`src/rtl/gpr_scoreboard.sv`:
```
// -----------------------------------------------------------------------------
// gpr_scoreboard
//
// Tracks outstanding GPR writes between decode/issue and write-back. Each
// register owns a small saturating-free pending-write counter; decode uses the
// dirty flags to detect RAW hazards on its source operands and issue_ready_o to
// avoid overflowing a destination counter.
//
// Ports
//   clk_i          system clock, all state updates on the rising edge
//   rstn_i         asynchronous active-low reset
//   issue_valid_i  decode presents an instruction this cycle
//   issue_wr_i     presented instruction writes a GPR
//   issue_rd_i     destination index of the presented instruction
//   issue_ready_o  destination counter has room for one more pending write
//   wb_valid_i     write-back retires a GPR write this cycle
//   wb_rd_i        destination index being retired
//   flush_i        discard all pending writes
//   rs1_i, rs2_i   source indices queried by decode
//   rs1_dirty_o,
//   rs2_dirty_o    queried register has a pending write (registered state only)
//   busy_o         at least one register has a pending write
//   error_o        sticky: a retire targeted a register with no pending write
// -----------------------------------------------------------------------------
module gpr_scoreboard #(
    parameter int unsigned NB_REGS       = 32,
    parameter int unsigned CNT_WIDTH     = 2,
    parameter int unsigned RF_ADDR_WIDTH = 5
) (
    input  logic                     clk_i,
    input  logic                     rstn_i,
    input  logic                     issue_valid_i,
    input  logic                     issue_wr_i,
    input  logic [RF_ADDR_WIDTH-1:0] issue_rd_i,
    output logic                     issue_ready_o,
    input  logic                     wb_valid_i,
    input  logic [RF_ADDR_WIDTH-1:0] wb_rd_i,
    input  logic                     flush_i,
    input  logic [RF_ADDR_WIDTH-1:0] rs1_i,
    input  logic [RF_ADDR_WIDTH-1:0] rs2_i,
    output logic                     rs1_dirty_o,
    output logic                     rs2_dirty_o,
    output logic                     busy_o,
    output logic                     error_o
);

    localparam logic [CNT_WIDTH-1:0] CNT_MAX = '1;

    logic [CNT_WIDTH-1:0] cnt_q [NB_REGS];
    logic [CNT_WIDTH-1:0] cnt_d [NB_REGS];
    logic                 err_q;
    logic                 err_d;

    logic [CNT_WIDTH-1:0] rd_cnt;
    logic [CNT_WIDTH-1:0] rs1_cnt;
    logic [CNT_WIDTH-1:0] rs2_cnt;
    logic                 any_pending;
    logic                 issue_acc;
    logic                 retire;

    // Index lookups are done by comparison rather than array indexing so that
    // indices >= NB_REGS simply match nothing and read back as zero.
    always_comb begin
        rd_cnt      = '0;
        rs1_cnt     = '0;
        rs2_cnt     = '0;
        any_pending = 1'b0;
        for (int i = 0; i < NB_REGS; i++) begin
            if (RF_ADDR_WIDTH'(i) == issue_rd_i) rd_cnt  = cnt_q[i];
            if (RF_ADDR_WIDTH'(i) == rs1_i)      rs1_cnt = cnt_q[i];
            if (RF_ADDR_WIDTH'(i) == rs2_i)      rs2_cnt = cnt_q[i];
            if (cnt_q[i] != '0)                  any_pending = 1'b1;
        end
    end

    // Ready deliberately ignores issue_valid_i so decode can evaluate it early.
    assign issue_ready_o = !(issue_wr_i && (issue_rd_i != '0) && (rd_cnt == CNT_MAX));
    assign issue_acc     = issue_valid_i && issue_wr_i && issue_ready_o &&
                           !flush_i && (issue_rd_i != '0);
    assign retire        = wb_valid_i && (wb_rd_i != '0) && !flush_i;

    assign rs1_dirty_o = (rs1_cnt != '0);
    assign rs2_dirty_o = (rs2_cnt != '0);
    assign busy_o      = any_pending;
    assign error_o     = err_q;

    always_comb begin
        cnt_d = cnt_q;
        err_d = err_q;
        if (flush_i) begin
            for (int i = 0; i < NB_REGS; i++) begin
                cnt_d[i] = '0;
            end
        end else begin
            // x0 is skipped: its counter never moves.
            for (int i = 1; i < NB_REGS; i++) begin
                if (retire && (RF_ADDR_WIDTH'(i) == wb_rd_i) && (cnt_q[i] == '0)) begin
                    err_d = 1'b1;
                end
                // Issue and retire to the same register cancel out.
                if (issue_acc && (RF_ADDR_WIDTH'(i) == issue_rd_i) &&
                    !(retire && (RF_ADDR_WIDTH'(i) == wb_rd_i))) begin
                    cnt_d[i] = cnt_q[i] + CNT_WIDTH'(1);
                end else if (retire && (RF_ADDR_WIDTH'(i) == wb_rd_i) &&
                             !(issue_acc && (RF_ADDR_WIDTH'(i) == issue_rd_i)) &&
                             (cnt_q[i] != '0)) begin
                    cnt_d[i] = cnt_q[i] - CNT_WIDTH'(1);
                end
            end
        end
        cnt_d[0] = '0;
    end

    always_ff @(posedge clk_i or negedge rstn_i) begin
        if (!rstn_i) begin
            for (int i = 0; i < NB_REGS; i++) begin
                cnt_q[i] <= '0;
            end
            err_q <= 1'b0;
        end else begin
            cnt_q <= cnt_d;
            err_q <= err_d;
        end
    end

endmodule

```
`config.mk`:
```
export PLATFORM = sky130hd
export DESIGN_NAME = gpr_scoreboard
export DESIGN_NICKNAME = d
export VERILOG_FILES = /design/src/rtl/gpr_scoreboard.sv
export SDC_FILE = /design/constraint.sdc
export NUM_CORES = 1
export LEC_CHECK = 0
export CORE_UTILIZATION = 45
export CTS_BUF_LIST = sky130_fd_sc_hd__clkbuf_8 sky130_fd_sc_hd__clkbuf_16
export DETAILED_ROUTE_END_ITERATION = 7
export PLACE_DENSITY_LB_ADDON = 0.12
export SLEW_MARGIN = 10
export SYNTH_ARGS = -nofsm -noshare
export SYNTH_HDL_FRONTEND = slang
export SYNTH_SLANG_ARGS = --single-unit
```
`constraint.sdc`:
```
create_clock -name clk_i -period 9.08 [get_ports clk_i]
set_input_delay 2.724 -clock clk_i [delete_from_list [all_inputs] [get_ports clk_i]]
set_output_delay 2.724 -clock clk_i [all_outputs]
set_load 0.01 [all_outputs]
```
==> results of run 1 <==
cell type report:
class / instances / area (um2) / share of cell area (%)
inverter: 31 / 116 / 1.47
tap: 216 / 270 / 3.42
clock inverter: 5 / 57.6 / 0.729
multi-input combinational: 808 / 5110 / 64.7
sequential: 63 / 1580 / 20.0
timing repair buffer: 60 / 510 / 6.46
clock buffer: 11 / 253 / 3.20
cells in the final DEF, fill, tap and decap left out, types with 16 or more instances in the layout:
master           Yosys  layout
nand3_1             31      31
o21ai_0             78      78
nor3_1              56      56
nor2b_1             21      21
xnor2_1             20      20
nor4_1              26      26
o22ai_1             16      16
inv_1               31      32
nand2_1             84      84
a211oi_1            35      35
a21oi_1             74      74
dfrtp_1             63      63
buf_4                7      30
nand2b_1            17      17
nor2_1              80      80
mux2i_1             21      21
clkdlybuf4s50_1      0      27
logic make-up after synthesis:
kind of cell	Yosys count	share of synthesized area, %
xor+xnor	23	2.78
flops	63	21.7
compound gates	342	32.8
buf+inv	133	7.81
mux	32	4.91
simple gates	411	29.9
metrics by stage:
step	hold WS, ns	setup WS (ns)	utilization (%)	std cells
2_1_floorplan	0.534	1.69	-	1004
3_3_place_gp	0.557	0.490	47.9	1178
3_5_place_dp	0.558	0.457	47.9	1178
4_1_cts	0.564	0.442	49.9	1194
5_1_grt	0.599	0.195	49.9	1194
6_report	0.563	0.394	49.9	1194
power breakdown:
part           internal (mW)  switching, mW  leakage, nW
Sequential             0.282        0.00467        0.874
Clock                  0.227          0.138        0.149
Combinational         0.0568          0.112         1.78
Total                  0.566          0.255         2.80
final timing paths:
kind / cells past startpoint / slack (ns) / end
min reg2reg: 2 / 0.56 / cnt_q[3]$_DFFE_PN0P_
max: 10 / 0.39 / issue_ready_o
max in group asynchronous: 2 / 5.90 / cnt_q[37]$_DFFE_PN0P_
min: 2 / 0.56 / cnt_q[3]$_DFFE_PN0P_
max reg2reg: 10 / 5.33 / cnt_q[42]$_DFFE_PN0P_
min in group asynchronous: 2 / 2.56 / cnt_q[11]$_DFFE_PN0P_
worst register-to-register path: stages, from the launching register on:
cell and delay [ns]:
dfrtp_1 0.51, a31oi_1 0.44, o21ai_0 0.20, a211oi_2 0.25, o2111ai_1 0.21, a32oi_2 0.38, o31ai_4 0.22, buf_4 0.30
a211oi_1 0.72, mux2_2 0.41, nand2_1 0.06
registers in the layout, summed over array words and instances (netlist names):
register,flops
error_o,1
cnt_q,62
cell usage after synthesis (11+ instances only):
cell type,number,area [um2]
nor2b_1,21,131
o211ai_1,12,90.1
or3_1,11,68.8
nand4_1,11,68.8
mux2i_1,21,210
nor4_1,26,163
buf_2,15,75.1
nor3_1,56,280
a211oi_1,35,263
nor2_1,80,300
xnor2_1,20,175
o22ai_1,16,100
o21ai_0,78,390
nand2b_1,17,106
and3_1,14,87.6
nand3_1,31,155
a31oi_1,14,87.6
clkbuf_1,70,263
inv_1,31,116
dfrtp_1,63,1580
nand2_1,84,315
a21oi_1,74,370
routing by layer:
layer | GRT usage [%] | vias up
met3 | 11.1 | 156
met2 | 59.2 | 492
met1 | 50.7 | 4070
met5 | 0 | -
li1 | - | 3749
met4 | 24.5 | 0
==> results by stage, run 1 <==
Outcome:
- The flow ran to the end, and the final reports show no timing, DRC or antenna violations.

Detailed routing:
- Wires add up to 32300 um.
- The wire length the detailed router placed on met1 is between 10000 and 15000 um.
- In this run the top signal layer used is met4.
- The routed design uses 3450 um of met3 wire.
- After detailed routing, the met2 layer carries 13700 um of wire.
- The DRC violation count after routing is 0.
- Dividing the detail-routed wire length by the instance count gives 27.1 um.
- The number of nets still failing antenna checks after routing is 0.
- The detailed router finished its first iteration with between 1k and 1.5k violations.
- In the routed layout, each cell is associated on average with a via count of 7.09.
- For this run, the detailed router's first-pass iteration total came to 6.
- The total vias in the final route is 8467.

Logic synthesis:
- Averaged over all synthesized cells, the footprint is 7.23 um2.
- After synthesis, flip-flops and latches occupy 21.7% of the total area.
- The count of flip-flops with a built-in enable after synthesis is 0.
- The cell area that synthesis handed to floorplanning was around 7300 um2.
- Synthesis inferred 63 register bits.
- In the synthesized netlist, the number of instances is 1004.
- The post-synthesis cell type count is 87.
- Counting every net in the synthesized netlist gives approximately 1k.
- The most instantiated flip-flop cell in the synthesis netlist is dfrtp_1.
- For this run, asynchronously set or reset flops after synthesis account for 100%.
- For this run, the number of Yosys warnings is 0.

Clock network:
- The maximum level of the CTS H-tree is 3.
- The TritonCTS clock tree is built.
- The clock-pin slew on the worst setup and hold paths is 0.06 ns.
- After clock tree synthesis, the flow added hold-fix buffers numbering 0.
- The number of gates resized after CTS is 0.
- In this run, CTS created clock tree buffers numbering 9.
- The master cell of the clock root buffer is clkbuf_16.
- The total clock sinks is between 60 and 70.
- Post-CTS timing repair inserted 0 buffers for setup.
- The clock network latency to the later pin of the worst-skew pair is around 0.34 ns.
- The buffer levels on the longest clock path is 2.

Critical path:
- The signal on the critical path passes through clkdlybuf4s50_1, or3b_1, o22ai_2, a2111oi_2, o311ai_2, a31oi_2, nor3_1, a21o_1, nand2b_1, clkdlybuf4s50_1.
- On the critical path the largest part of the delay comes from buffers and inverters.
- Tracing the worst setup path back leads to its startpoint at issue_rd_i[2].
- The worst register-to-register path begins at cnt_q[12]$_DFFE_PN0P_.
- The maximum cell stage delay along the critical path is 0.92 ns.
- STA puts the critical path data arrival time at between 5 and 6 ns.
- The number of buffer and inverter stages on the critical path is 2.
- The largest individual stage delay along the critical path comes from the cell clkdlybuf4s50_1.
- The type of element capturing the critical path is a primary output.
- The cell repeated most along the worst path is clkdlybuf4s50_1.
- The largest fanout on the critical path is 20.
- The startpoint-to-endpoint class of the critical path is in2out.
- The required time at the endpoint of the critical path is 6.36 ns.
- The kind of launch point of the worst setup path is an input pin.

Floorplan:
- The row count is 46.
- During I/O placement, the number of pins put on the boundary was 31.
- The width of the die is 129 um.
- Measured along the y axis, the die boundary spans approximately 130 um.
- The starting density of the core is 45.8%.
- After floorplanning, the core was sized to cover 15800 um2.
- The die covers 16600 um2.

Timing:
- The max-slew violation count is 0.
- The worst-case clock skew is 0.0106 ns.
- The final-report hold violation count was 0.
- The minimum clock period is 8.69 ns.
- The worst slew slack as a fraction of its limit is 28.8%.
- The post-route fraction of the period consumed by the critical path is 95.7%.
- The summed negative setup slack over all endpoints is 0 ns.
- The final number of setup-violating endpoints is 0.
- The highest clock rate is 115 MHz.
- Setup repair after global routing left no endpoint under its margin.
- At the pin with the least slew margin, the transition time is 1.06 ns.

Cells and area:
- The number of filler instances in the final layout is ~1.6k.
- Compared with the post-synthesis result, the final layout area differs by 8.83%.
- After the last flow step, the layout net total stands at 999.
- Summing all non-filler instances in the final layout gives an area of 7900 um2.
- In the final layout, the share of cells above drive strength 1 is 9.30%.
- The repair_antennas step left the layout with diodes totalling 0.

Global route:
- The global-route wire length before repair is 48300 um.
- The remaining global-route overflow is 0.
- Global routing used between 30% and 40% of the available tracks across all layers.
- The via count of the first global-routing pass was 7768.
- The largest net degree at the start of global routing is 73.
- The initial antenna violation count is 0.

Flow run:
- The reported max-cap violation count is 0.

Worst hold path:
- The hold path startpoint is cnt_q[3]$_DFFE_PN0P_.
- The path class of the tightest hold or removal check is reg2reg.

Place:
- Detailed placement ended at an HPWL of 22500 um.
- Once placement finished, the instance area stood at between 7000 and 8000 um2.
- The congestion estimate from routability-driven global placement came to 1.02.
- Buffers placed on the I/O ports in this run total 30.

Power:
- The cell area power density is approximately 100 nW/um2.
- The analysis attributes to cell leakage a power of 2.80 nW.
- The worst-case IR drop observed on VDD is 0.0730 mV.
- The total power is 821 uW.
Note: power is estimated with default switching activity, not from simulation.
==> run 2: changes to the inputs <==
--- a/config.mk
+++ b/config.mk
@@ -5,6 +5,9 @@
 export SDC_FILE = /design/constraint.sdc
 export NUM_CORES = 1
 export LEC_CHECK = 0
+export CELL_PAD_IN_SITES_DETAIL_PLACEMENT = 1
+export CELL_PAD_IN_SITES_GLOBAL_PLACEMENT = 1
+export CORE_MARGIN = 2
 export CORE_UTILIZATION = 45
 export CTS_BUF_LIST = sky130_fd_sc_hd__clkbuf_8 sky130_fd_sc_hd__clkbuf_16
 export DETAILED_ROUTE_END_ITERATION = 7
==> constraint.sdc (replaced) <==
create_clock -name clk_i -period 9.2 [get_ports clk_i]
set_input_delay 2.76 -clock clk_i [delete_from_list [all_inputs] [get_ports clk_i]]
set_output_delay 2.76 -clock clk_i [all_outputs]
set_load 0.01 [all_outputs]
==> run 2 against run 1 <==
  * Largest cell class unchanged
  * Clock skew shrank 0.0025 ns
  * Global-route usage is essentially flat
  * Register-to-register slack about the same
  * Critical endpoint is now rs1_dirty_o
  * Routed wire length up 3.7%
  * Highest routed layer unchanged
  * Sequential share of layout area decreased by 0.063 points
  * The run now ends with design-rule violations left
  * Die area increased by 3.1%
  * Utilization increased by 0.16 points
  * Worst setup slack gained 0.18 ns
  * Hold slack better by 0.0034 ns
==> results by stage, run 2 (synthesized netlist as in run 1, its figures left out) <==
Place:
- The placed wire-length estimate after detailed placement is 23500 um.
- Once placement completed, the tool counted placed cells totaling between 1k and 1.5k.
- Before CTS, the worst setup slack after placement is between 0.6 and 0.7 ns.
- Port buffering added 30 buffers.
- The congestion estimate from routability-driven global placement came to slightly above 1.
- Summing all placed instances gives a cell area of 7610 um2.

Timing:
- The final-report hold violation count is 0.
- Setup violations remaining at the end of the flow were counted as 0.
- The max-slew violation count is 0.
- The worst-case clock skew is approximately 0.0080 ns.
- The worst path needs 8.63 ns of the cycle, external delays included.
- The worst pin sits at a relative slew slack of 37.2%.
- The highest clock rate is 116 MHz.
- In the final timing run, aggregate negative setup slack is 0 ns.
- The worst hold slack after final layout is 0.566 ns.
- Setup slack on the critical path of the routed design comes to 0.570 ns.
- Setup repair after global routing left no endpoint under its margin.
- The transition time at the pin with the least slew margin is 0.933 ns.
- The post-route fraction of the period consumed by the critical path is 93.8%.

Outcome:
- The checks that failed: design-rule violations.
- The run finished, with violations left.

Critical path:
- The number of buffers and inverters on the critical path is 3.
- Along the worst path, the maximum fanout reaches 15.
- The kind of launch point of the worst setup path is an input pin.
- Traced cell by cell, the critical path runs through clkdlybuf4s50_1, buf_4, mux2_2, o211ai_1, o41ai_1, a21oi_1, o211ai_1, a22oi_1, a311oi_1, a211oi_1, o221ai_1, clkdlybuf4s50_1.
- Among all stages on the critical path, the largest delay is contributed by clkdlybuf4s50_1.
- The critical path is of the in2out type.
- For this run, the slowest stage of the critical path takes 0.74 ns.
- The required time at the endpoint of the critical path is roughly 6.4 ns.
- STA puts the critical path data arrival time at 5.87 ns.
- The worst setup path is captured at a primary output.
- The startpoint identified for the worst register-to-register timing path is cnt_q[56]$_DFFE_PN0P_.
- The origin of the worst setup path is rs1_i[0].
- The kind of cell with the highest combined delay on the critical path is buffers and inverters.

Flow run:
- Max-cap violations in this run came to 0.

Floorplan:
- The width of the die is about 130 um.
- The floorplan step defined a core boundary enclosing 15800 um2.
- The row count is 46.
- The number of top-level pins is 31.
- The initial utilization of the core area, before any placement, comes to 45.8%.
- From bottom edge to top edge, the die measures between 100 and 150 um.
- The full die area is 17200 um2.

Global route:
- Entering global routing, the biggest net connects 74 pins.
- The via count of the first global-routing pass came to 8189.
- The total overflow left after global routing is 0.
- The first global-routing pass estimated approximately 50000 um of wire.
- The initial antenna violation count is 0.
- The global-route usage over all layers is 39.7%.

Power:
- The total power is slightly above 800 uW.
- The largest vdd supply drop is roughly 0.073 mV.
- The standby leakage power is 2.82 nW.
- Power spread over the standard cell area amounts to slightly above 100 nW/um2.

Worst hold path:
- The hold path startpoint is cnt_q[3]$_DFFE_PN0P_.
- The path category of the worst min-delay check is reg2reg.

Detailed routing:
- The average via count per standard cell is roughly 7.2.
- For this block, the via count after detailed routing is 8624.
- The number of nets still failing antenna checks after routing is 0.
- After detailed routing, the number of remaining DRC violations is 1.
- Dividing the detail-routed wire length by the instance count gives 28.0 um.
- The first-pass detailed-route iteration total is 8.
- In this run, the number of DRC markers left after iteration 0 of detailed routing was approximately 1.2k.
- The total wire length is 33500 um.

Clock network:
- TritonCTS built the clock tree.
- The clock-pin slew on the worst setup and hold paths is 0.06 ns.
- The maximum level of the CTS H-tree is 3.
- At the later pin of the worst-skew pair, clock insertion delay measures 0.35 ns.
- Counting along the longest clock path gives a buffer depth of 2.
- CTS saw 63 sinks.
- The master cell of the clock root buffer is clkbuf_16.
- The number of buffers inserted for hold repair after clock tree synthesis is 0.
- In this run, CTS created clock tree buffers numbering 9.
- The number of gates resized after CTS is 0.
- The setup fix buffers added after clock tree synthesis is 0.

Cells and area:
- The register ranked first by flip-flop count is cnt_q.
- The post-layout instance count excluding filler cells is 1198.
- The register with the most flip-flops in the layout has 62 of them.
- In the final layout, the share of cells above drive strength 1 is 9.58%.
- The library cells used most frequently in the layout, excluding fill and tap cells, are 84 x nand2_1, 80 x nor2_1, 78 x o21ai_0, 74 x a21oi_1, 63 x dfrtp_1.
- Cells fill around 50% of the core in the end.
- The most common library cell in the layout ignoring fill and taps is nand2_1.
- The net count of the finished layout is approximately 1.0k.
- The finished cells cover 7920 um2.
- The number of filler instances in the final layout is 2034.
- The relative area change from synthesis to final layout is 9.17%.
## run 2: final timing paths
check,to,slack (ns),cells past startpoint
max in group asynchronous,cnt_q[16]$_DFFE_PN0P_,6.02,2
worst min-delay path,cnt_q[3]$_DFFE_PN0P_,0.57,2
worst min register to register,cnt_q[3]$_DFFE_PN0P_,0.57,2
worst max-delay path,rs1_dirty_o,0.57,12
worst max register to register,cnt_q[24]$_DFFE_PN0P_,5.34,10
min in group asynchronous,cnt_q[52]$_DFFE_PN0P_,2.62,2
## run 2: metal layers
metal | wire length (um) | share of wire (%) | track usage [%] | up-vias
li1 | - | - | - | 3753
met2 | 14400 | 43 | 59.1 | 511
met3 | 3590 | 11 | 10.5 | 162
met4 | 2200 | 6.5 | 23.8 | 0
met1 | 13300 | 40 | 51.4 | 4198
met5 | 0 | 0 | 0 | -
## run 2: area by class of cell
type                    instances  area (um2)  area share, %
inverters                      31         116           1.47
flip-flops and latches         63        1580           19.9
well taps                     216         270           3.41
clock inverters                 5        57.6          0.726
clock buffers                  11         253           3.19
multi-input cells             808        5110           64.5
diodes                          1        2.50         0.0316
repair buffers                 63         533           6.73
## run 2: worst reg2reg max path, cell delays in order, from the launching register on
cell,delay (ns)
dfrtp_1,0.64
mux2i_1,0.17
a211oi_1,0.32
a211oi_1,0.11
o311ai_2,0.30
a31oi_2,0.19
o31ai_4,0.77
buf_4,0.42
a211oi_1,0.21
or3_1,0.38
a221oi_2,0.25
## run 2: report_power, final
group / switching, mW / total (mW) / leakage, nW / internal [mW]
Sequential: 0.00454 / 0.283 / 0.874 / 0.278
Clock: 0.136 / 0.360 / 0.149 / 0.224
Combinational: 0.113 / 0.169 / 1.79 / 0.0567
Total: 0.253 / 0.812 / 2.82 / 0.559
==> run 3: changes to the inputs <==
--- a/config.mk
+++ b/config.mk
@@ -11,7 +11,7 @@
 export CORE_UTILIZATION = 45
 export CTS_BUF_LIST = sky130_fd_sc_hd__clkbuf_8 sky130_fd_sc_hd__clkbuf_16
 export DETAILED_ROUTE_END_ITERATION = 7
-export PLACE_DENSITY_LB_ADDON = 0.12
+export PLACE_DENSITY_LB_ADDON = 0.1
 export SLEW_MARGIN = 10
 export SYNTH_ARGS = -nofsm -noshare
 export SYNTH_HDL_FRONTEND = slang
==> run 3 against run 2 <==
  * The flow now finishes without violations
  * Via count up 2.9%
  * Fmax is 2.1% lower
  * Count of clock-buffer cells in the layout down 2
  * Worst setup slack worse by 0.19 ns
  * Total power is 3.2% higher
  * Sequential share of layout area rose by 0.095 points
  * Clock skew fell by 0.0022 ns
  * Utilization shrank 0.24 points
  * Final cell count shrank 0.75%
  * Clock power up 6.1%
  * Critical endpoint is now rs2_dirty_o
  * Largest cell class unchanged
==> results by stage, run 3 (synthesized netlist as in run 1, its figures left out) <==
Outcome:
- The flow ran to the end, and the final reports show no timing, DRC or antenna violations.

Clock network:
- After clock tree synthesis, the flow added hold-fix buffers numbering 0.
- The maximum level of the CTS H-tree is 3.
- Clock tree synthesis inserted a total of 9 buffers.
- The clock network latency to the later pin of the worst-skew pair is 0.34 ns.
- In this run, post-CTS repair resized a total of 0 instances.
- Buffers added to address setup during post-CTS repair amount to 0.
- The total clock sinks is 63.
- The tree is rooted in a clkbuf_16.
- After clock tree synthesis, the clock-pin slew on the worst setup and hold paths is 0.06 ns.
- The clock passes through at most 2 buffers.
- TritonCTS built the clock tree.

Global route:
- The largest net degree at the start of global routing is 64.
- In the global route stage, overall resource usage came out at 42.7%.
- The initial antenna violation count is 0.
- For this run the aggregate overflow at the end of global routing stands at 0.
- The via count of the first global-routing pass came to about 9k.
- The first global-routing pass estimated 54100 um of wire.

Floorplan:
- In this run the count of I/O pins placed on the die edge is 31.
- In this run the vertical extent of the chip is 131 um.
- The standard cell core area is 15800 um2.
- Row generation in the floorplan step produced 46 rows.
- From left edge to right edge, the die measures around 130 um.
- The full die area is 17200 um2.
- For this configuration, the core starts out at a cell density of 45.8%.

Critical path:
- The endpoint identified for the worst register-to-register timing path is cnt_q[40]$_DFFE_PN0P_.
- The critical path is of the in2out type.
- Traced cell by cell, the critical path runs through clkdlybuf4s50_1, mux2_2, a22o_1, a221oi_1, or2_2, a21oi_1, o31ai_1, a221oi_1, o21ai_0, a31oi_1, clkdlybuf4s50_1.
- The number of cells on the worst reg-to-reg path is 10.
- The critical-path cell with the highest stage delay is clkdlybuf4s50_1.
- STA classifies the critical path endpoint as a primary output.
- The worst register-to-register path begins at cnt_q[17]$_DFFE_PN0P_.
- At the worst endpoint, the required time is 6.44 ns.
- Data on the critical path arrives at its endpoint at 6.06 ns.
- The largest fanout on the critical path is 13.
- The kind of launch point of the worst setup path is an input pin.
- The maximum cell stage delay along the critical path is 0.78 ns.
- The register-to-register setup slack is 5.72 ns.

Place:
- OpenSTA, run right after detailed placement, puts the worst setup slack at between 0.4 and 0.5 ns.
- The number of placed cells counting well taps is 1173.
- Buffers placed on the I/O ports in this run total 30.
- The final weighted congestion in routability-driven placement is approximately 1.1.
- Once detailed placement completed, the half-perimeter wirelength came to 26000 um.

Detailed routing:
- After detailed routing, the average wire length per cell comes to 30.5 um.
- The count of routing violations after the opening detailed-route iteration is 1081.
- After detailed routing, the number of remaining DRC violations is 0.
- In the routed layout, each cell is associated on average with a via count of 7.46.
- In this run the remaining antenna-violating nets after routing total 0.
- The final route contains 8872 vias.
- The pre-antenna-repair detailed-routing pass consisted of 6 iterations.
- The total wire length is 36300 um.

Timing:
- On the final layout, the worst clock skew is between 0.005 and 0.006 ns.
- Setup violations remaining at the end of the flow were counted as 0.
- The summed negative setup slack over all endpoints is 0 ns.
- The max-slew violation count was 0.
- For the pin with the worst max-slew slack, the measured transition is approximately 0.99 ns.
- The minimum clock period is 8.82 ns.
- The worst-case setup margin in the final layout is 0.383 ns.
- Setup repair after global routing left no endpoint under its margin.
- Headroom to the max-slew limit came out at between 30 and 40%.
- The highest clock rate is 113 MHz.
- The post-route fraction of the period consumed by the critical path is 95.8%.
- The final-report hold violation count is 0.

Power:
- The cell area power density is 106 nW/um2.
- The largest vdd supply drop is 0.0868 mV.
- The standby leakage power is 2.79 nW.

Cells and area:
- The number of flip-flops in the largest register is 62.
- Summing all multi-input logic gate instances after layout gives between 5000 and 6000 um2.
- The post-layout instance count excluding filler cells is around 1.2k.
- The library cell used most frequently in the layout, excluding fill and tap cells, is nand2_1.
- The register with the most flip-flops in the final layout is cnt_q.
- The number of filler instances in the final layout is 2007.
- The post-layout net count is 994.
- The flip-flop and latch area is 1580 um2.
- The library cells used most frequently in the layout, excluding fill and tap cells, are 84 x nand2_1, 80 x nor2_1, 78 x o21ai_0, 74 x a21oi_1, 63 x dfrtp_1.
- At the end of the flow the core is filled with cells to 49.8%.
- The layout cell share with drive strength beyond 1 is 8.94%.
- The number of antenna diodes is 0.
- Compared with the post-synthesis result, the final layout area differs by 8.66%.

Worst hold path:
- The path class of the tightest hold or removal check is reg2reg.
- Counting instances, the worst hold path has a depth of 2.
- The hold path startpoint is cnt_q[3]$_DFFE_PN0P_.
- The hold path endpoint is cnt_q[3]$_DFFE_PN0P_.

Flow run:
- The reported max-cap violation count is 0.
run 3: cell types whose count changed in the layout (fill, tap and decap cells not counted), sizes merged:
cell,delta
inv,-1
diode,-1
clkbuf,-2
buf,-8
clkinv,+2
bufinv,+1
run 3: final cells by class:
cell class                      instances  area share, %
Multi-Input combinational cell        808           64.9
Sequential cell                        63           20.0
Timing Repair Buffer                   55           6.16
Tap cell                              216           3.43
Clock buffer                            9           2.86
Inverter                               31           1.48
Clock inverter                          7           1.24
run 3: worst max path at each step:
stage	from	end	cells past startpoint
after floorplan	rs1_i[0]	rs1_dirty_o	9
after global placement	rs2_i[1]	rs2_dirty_o	11
after detailed placement	rs2_i[1]	rs2_dirty_o	11
after CTS	rs2_i[1]	rs2_dirty_o	11
after global routing	rs2_i[1]	rs2_dirty_o	11
final	rs2_i[1]	rs2_dirty_o	11
run 3: per-stage QoR:
step	power, mW	hold slack, ns	cell area [um2]
after CTS	0.836	0.598	7890
after detailed placement	0.454	0.590	7560
final	0.838	0.593	7890
after floorplan	0.391	0.534	7260
after global routing	0.860	0.627	7890
after global placement	0.449	0.551	7560
run 3: power breakdown:
group / leakage [nW] / internal [mW] / switching (mW)
logic: 1.76 / 0.0554 / 0.117
registers: 0.874 / 0.278 / 0.00494
clock network: 0.152 / 0.238 / 0.145
run 3: critical path: cells and delay by family:
family                 cells  cell delay (ns)
muxes                      1             0.40
AOI/OAI and AO/OA          7             1.44
and+or+nand+nor            1             0.17
buffers and inverters      2             1.29
run 3: metal layers:
metal,track usage (%),vias to the layer above,routed length (um)
met5,0,-,0
met3,7.61,173,3780
met4,27.5,0,2660
met2,66.8,620,16200
li1,-,3738,-
met1,54.4,4341,13700
